==> config.mk <==
export PLATFORM = sky130hd
export DESIGN_NAME = conv_encoder
export DESIGN_NICKNAME = d
export VERILOG_FILES = /design/src/rtl/conv_pkg.sv /design/src/rtl/conv_branch_out.sv /design/src/rtl/conv_encoder.sv
export SDC_FILE = /design/constraint.sdc
export NUM_CORES = 1
export LEC_CHECK = 0
export ABC_AREA = 1
export CAP_MARGIN = 15
export CORE_AREA = 10 10 47 49
export CTS_BUF_LIST = sky130_fd_sc_hd__clkbuf_8 sky130_fd_sc_hd__clkbuf_16
export DETAILED_ROUTE_END_ITERATION = 10
export DIE_AREA = 0 0 57 59
export PLACE_DENSITY = 0.59
export SYNTH_ARGS = -nofsm -noshare
export SYNTH_HDL_FRONTEND = slang
export SYNTH_SLANG_ARGS = --single-unit
==> constraint.sdc <==
create_clock -name clk -period 1.4 [get_ports clk]
set_input_delay 0.21 -clock clk [delete_from_list [all_inputs] [get_ports clk]]
set_output_delay 0.21 -clock clk [all_outputs]
set_load 0.02 [all_outputs]
==> src/rtl/conv_pkg.sv <==
`default_nettype none
// ============================================================================
// Module      : conv_pkg
// Description : Shared constants, FSM state encoding and the generator tap
//               helper for the rate 1/2, K=3 (7,5 octal) convolutional encoder.
// Ports       : none (package)
// Revision    : 1.0 - initial release
// ============================================================================
package conv_pkg;

   localparam int K      = 3;
   localparam int PAIR_W = 2;

   // Generator taps, MSB applies to the newest bit d(n).
   localparam logic [K-1:0] G0 = 3'b111;
   localparam logic [K-1:0] G1 = 3'b101;

   typedef enum logic [1:0] {
      ST_IDLE   = 2'd0,
      ST_ENCODE = 2'd1,
      ST_TAIL1  = 2'd2,
      ST_TAIL2  = 2'd3
   } state_t;

   // Modulo-2 sum of the taps selected by generator g over the window
   // {d(n), d(n-1), d(n-2)}.
   function automatic logic gen_bit(input logic [K-1:0] g, input logic [K-1:0] win);
      return ^(g & win);
   endfunction

endpackage
`default_nettype wire

==> src/rtl/conv_branch_out.sv <==
`default_nettype none
// ============================================================================
// Module      : conv_branch_out
// Description : Combinational branch-output generator. Forms the coded pair
//               {c1,c0} from the current information bit and shift register.
// Ports       : d_i    - current bit d(n)
//               sr_i   - shift register, [0]=d(n-1), [1]=d(n-2)
//               pair_o - coded pair, [1]=G0 output, [0]=G1 output
// Revision    : 1.0 - initial release
// ============================================================================
module conv_branch_out
   import conv_pkg::*;
(
   input  logic              d_i,
   input  logic [K-2:0]      sr_i,
   output logic [PAIR_W-1:0] pair_o
);

   logic [K-1:0] win;

   // Window ordered newest-first so it lines up with the generator taps.
   assign win    = {d_i, sr_i[0], sr_i[1]};
   assign pair_o = {gen_bit(G0, win), gen_bit(G1, win)};

endmodule
`default_nettype wire

==> src/rtl/conv_encoder.sv <==
`default_nettype none
// ============================================================================
// Module      : conv_encoder
// Description : Rate 1/2, K=3 convolutional encoder (G0=7, G1=5 octal) with
//               ready/valid handshakes, two zero tail bits per frame and a
//               synchronous frame abort (refresh).
// Ports       : clk, rst          - clock, synchronous active-high reset
//               refresh           - frame abort, clears state and output
//               data_in, valid_in, last_in, in_ready  - input handshake
//               bit_pair_out, valid_out, last_out, out_ready - output handshake
// Revision    : 1.0 - initial release
// ============================================================================
module conv_encoder
   import conv_pkg::*;
(
   input  logic              clk,
   input  logic              rst,
   input  logic              refresh,
   input  logic              data_in,
   input  logic              valid_in,
   input  logic              last_in,
   output logic              in_ready,
   output logic [PAIR_W-1:0] bit_pair_out,
   output logic              valid_out,
   output logic              last_out,
   input  logic              out_ready
);

   state_t              state_q;
   logic [K-2:0]        sr_q;
   logic [PAIR_W-1:0]   pair_q;
   logic                valid_q;
   logic                last_q;

   logic                out_free;
   logic                in_tail;
   logic                enc_bit;
   logic [PAIR_W-1:0]   pair_d;

   // Output register can take a new pair if empty or being drained now.
   assign out_free = !valid_q || out_ready;
   assign in_tail  = (state_q == ST_TAIL1) || (state_q == ST_TAIL2);
   // Tail states flush the register with zeros so every frame ends in sr=00.
   assign enc_bit  = in_tail ? 1'b0 : data_in;
   assign in_ready = !rst && !in_tail && out_free;

   conv_branch_out u_branch (
      .d_i    (enc_bit),
      .sr_i   (sr_q),
      .pair_o (pair_d)
   );

   always_ff @(posedge clk) begin
      if (rst) begin
         state_q <= ST_IDLE;
         sr_q    <= '0;
         pair_q  <= '0;
         valid_q <= 1'b0;
         last_q  <= 1'b0;
      end else if (refresh) begin
         state_q <= ST_IDLE;
         sr_q    <= '0;
         valid_q <= 1'b0;
         last_q  <= 1'b0;
      end else begin
         // Drain first; a load below overrides this in the same cycle.
         if (valid_q && out_ready) begin
            valid_q <= 1'b0;
            last_q  <= 1'b0;
         end
         case (state_q)
            ST_IDLE, ST_ENCODE: begin
               if (valid_in && in_ready) begin
                  pair_q  <= pair_d;
                  valid_q <= 1'b1;
                  last_q  <= 1'b0;
                  sr_q    <= {sr_q[0], enc_bit};
                  state_q <= last_in ? ST_TAIL1 : ST_ENCODE;
               end
            end
            ST_TAIL1: begin
               if (out_free) begin
                  pair_q  <= pair_d;
                  valid_q <= 1'b1;
                  last_q  <= 1'b0;
                  sr_q    <= {sr_q[0], enc_bit};
                  state_q <= ST_TAIL2;
               end
            end
            ST_TAIL2: begin
               if (out_free) begin
                  pair_q  <= pair_d;
                  valid_q <= 1'b1;
                  last_q  <= 1'b1;
                  sr_q    <= {sr_q[0], enc_bit};
                  state_q <= ST_IDLE;
               end
            end
            default: state_q <= ST_IDLE;
         endcase
      end
   end

   assign bit_pair_out = pair_q;
   assign valid_out    = valid_q;
   assign last_out     = last_q;

endmodule
`default_nettype wire

==> results.toml <==
[status]
status = "complete, no violations"

[drt]
vias_per_cell = 4.387
wl_um = 990
drc = 0
final_antenna_net_count = 0
vias = 465
drt-initial-drc-count = 22
firstDrtPassIters = 5
wl_per_cell_um = 9.340

[worst_setup_path]
reg2reg_slack_ns = 0.24
cpPeakStageDelay_ns = 0.60
worst_ep_required_time_ns = 1.19
cp_top_family = "buffers and inverters"
rr_endpoint = "bit_pair_out[1]$_SDFFE_PP0P_"
crit_path_cell_trace = "clkdlybuf4s50_1"
critPathBufInv = 1
path_class = "flip-flop to output port"
reg2reg_depth = 7
critPathCaptureType = "output port"
r2r_start = "state_q[1]$_SDFFE_PP0P_"
critPathArrivalTime_ns = 1.15
worstSetupStartpointType = "flip-flop"
worst-path-max-fanout = 2
crit_path_top_delay_cell = "clkdlybuf4s50_1"

[layout]
final_cells = 106
area_delta_synth_final_pct = 50.87
fin_area_sq_um = 653.1
nets = 99
drive_above_1_share = 0.1556
final_util = 0.4661
num_antenna_cells = 0

[clock_network]
cts_root_buffer = "clkbuf_8"
tritoncts = "built"
clkLatencyLatePin_ns = 0.23
clock_path_buffers = 2
cts.sinks = 8
postCtsSetupBuffers = 0
cts_max_level = 1
path_clk_slew_ns = 0.04
numCtsBuffers = 3

[die]
die_x_um = 57
rows = 14
die_h_um = 59
initial_core_util = 0.3089
core_area_sq_um = 1401
die-area_sq_um = 3363
num_io_pins = 12

[synth]
ys_types = 14
syn_avg_cell_area_sq_um = 6.274
netlist_top_cells_area = "dfxtp_1 (37%), nand2_1 (16%), inv_1 (10%)"
synth.largest_area_cell = "dfxtp_1"
ys.flop_type = "dfxtp_1"
synth_fp_nets = 76
synth_common_cells = "nand2_1 (19), inv_1 (12), nor2_1 (10)"
async_flop_share = 0
synth_top_area_share = 0.3699
yosysMostFrequentCell = "nand2_1"
postSynthRegisterBits = 8
synth_warnings = 0
netlist_instances = 69
yosysSeqAreaShare = 0.3699
synth-edff-count = 0
synth_area_sq_um = 432.9

[hold_path]
hold_path_depth = 2
hold_path_end = "bit_pair_out[0]$_SDFFE_PP0P_"
min-delay-start = "bit_pair_out[0]$_SDFFE_PP0P_"
hp-class = "flip-flop to flip-flop"

[placement]
numPortBuffers = 11
numPlacedInstances = 103
place.detailed.hpwl_um = 767.5
placed_area_sq_um = 615.6
gp_congestion = 0.7532

[sta]
maxSlewViolCount = 0
finalSetupViolCount = 0
min_period_over_period = 0.9735
tns_ns = 0
final_hold_viol_count = 0
slew_headroom = 0.8141
rsz0062_at_grt = "false"
finalCriticalPeriod_ns = 1.363
max_freq_mhz = 733.8
max_slew.worst_pin.slew_ns = 0.2779
fin_worst_skew_ns = 0.004599

[power]
pwr_density_cell_nw_per_um2 = 957.7
ir_drop_v = 0.0005588
leakage_nw = 0.3290

[grt]
antenna_found_initial = 0
grt_pass1_wl_mm = 1.711
overflow = 0
track_usage = 0.06505
grt_max_degree = 10
first_global_vias = 421

[flow_run]
timing.max_cap.violations = 0
placed cells by master, fill, tap and decap left out:
cell / synthesis / routed
nand3_2: 1 / 1
xnor2_1: 1 / 1
clkbuf_8: 0 / 3
buf_2: 0 / 1
clkdlybuf4s50_1: 0 / 8
nand2_4: 1 / 1
xor2_1: 1 / 1
or2_0: 1 / 1
nor3_1: 1 / 1
dfxtp_1: 8 / 8
inv_2: 1 / 1
dlygate4sd2_1: 0 / 1
nand2_1: 19 / 19
buf_4: 0 / 7
inv_1: 12 / 12
nor2_1: 10 / 10
nand3_1: 3 / 3
o21ai_0: 5 / 5
a21oi_1: 5 / 5
dlymetal6s2s_1: 0 / 1
where the power goes:
part | switching [W] | internal (W)
Combinational | 0.0000514 | 0.0000497
Sequential | 0.00000544 | 0.000237
Clock | 0.0000951 | 0.000187
metal layers:
| metal | GRT usage | up-vias | share of wire |
|---|---|---|---|
| met5 | 0 | - | 0 |
| met4 | 0.06040 | 0 | 0.044 |
| met3 | 0.03648 | 5 | 0.11 |
| met2 | 0.08682 | 17 | 0.39 |
| met1 | 0.07074 | 189 | 0.46 |
| li1 | - | 254 | - |
layout make-up:
type                    count  area, sq um
repair buffers             18        158.9
multi-input cells          48        224.0
clock buffers               3        41.29
well taps                  16        20.02
fillers                   153        748.2
inverters                  13        48.80
flip-flops and latches      8        160.2
worst max-delay path by stage:
| stage | start | endpoint | slack [ns] | cells past startpoint |
|---|---|---|---|---|
| after floorplan | valid_out$_SDFF_PP0_ | in_ready | 0.24 | 3 |
| after global placement | out_ready | in_ready | -0.31 | 4 |
| after detailed placement | out_ready | in_ready | -0.34 | 4 |
| after CTS | out_ready | in_ready | 0.003 | 4 |
| after global routing | bit_pair_out[1]$_SDFFE_PP0P_ | bit_pair_out[1] | 0.004 | 1 |
| final | last_out$_SDFF_PP0_ | last_out | 0.04 | 1 |
timing repair:
item                                    4_1_cts  5_1_grt
endpoints found under the setup margin        2        2
resized for setup                             5        2
hold buffers                                  0        0
stage by stage:
step / hold slack, ns / setup slack, ns / total power [W]
after floorplan: 0.3652 / 0.2374 / 0.0002991
after global placement: 0.4659 / -0.3064 / 0.0003503
after detailed placement: 0.4783 / -0.3407 / 0.0003512
after CTS: 0.4904 / 0.002504 / 0.0006383
after global routing: 0.5143 / 0.004174 / 0.0006613
final: 0.4754 / 0.03716 / 0.0006255
flip-flops by register name (all words and copies together), names as in the netlist:
signal	flops
bit_pair_out	2
valid_out	1
state_q	2
last_out	1
sr_q	2
cells by family after synthesis:
logic type | share of synthesized area
XOR/XNOR | 0.04047
flip-flops | 0.3699
buffers and inverters | 0.1127
AO/OA/AOI/OAI | 0.1156
AND/OR/NAND/NOR | 0.3613
No activity file was read; power rests on OpenSTA's default activity.
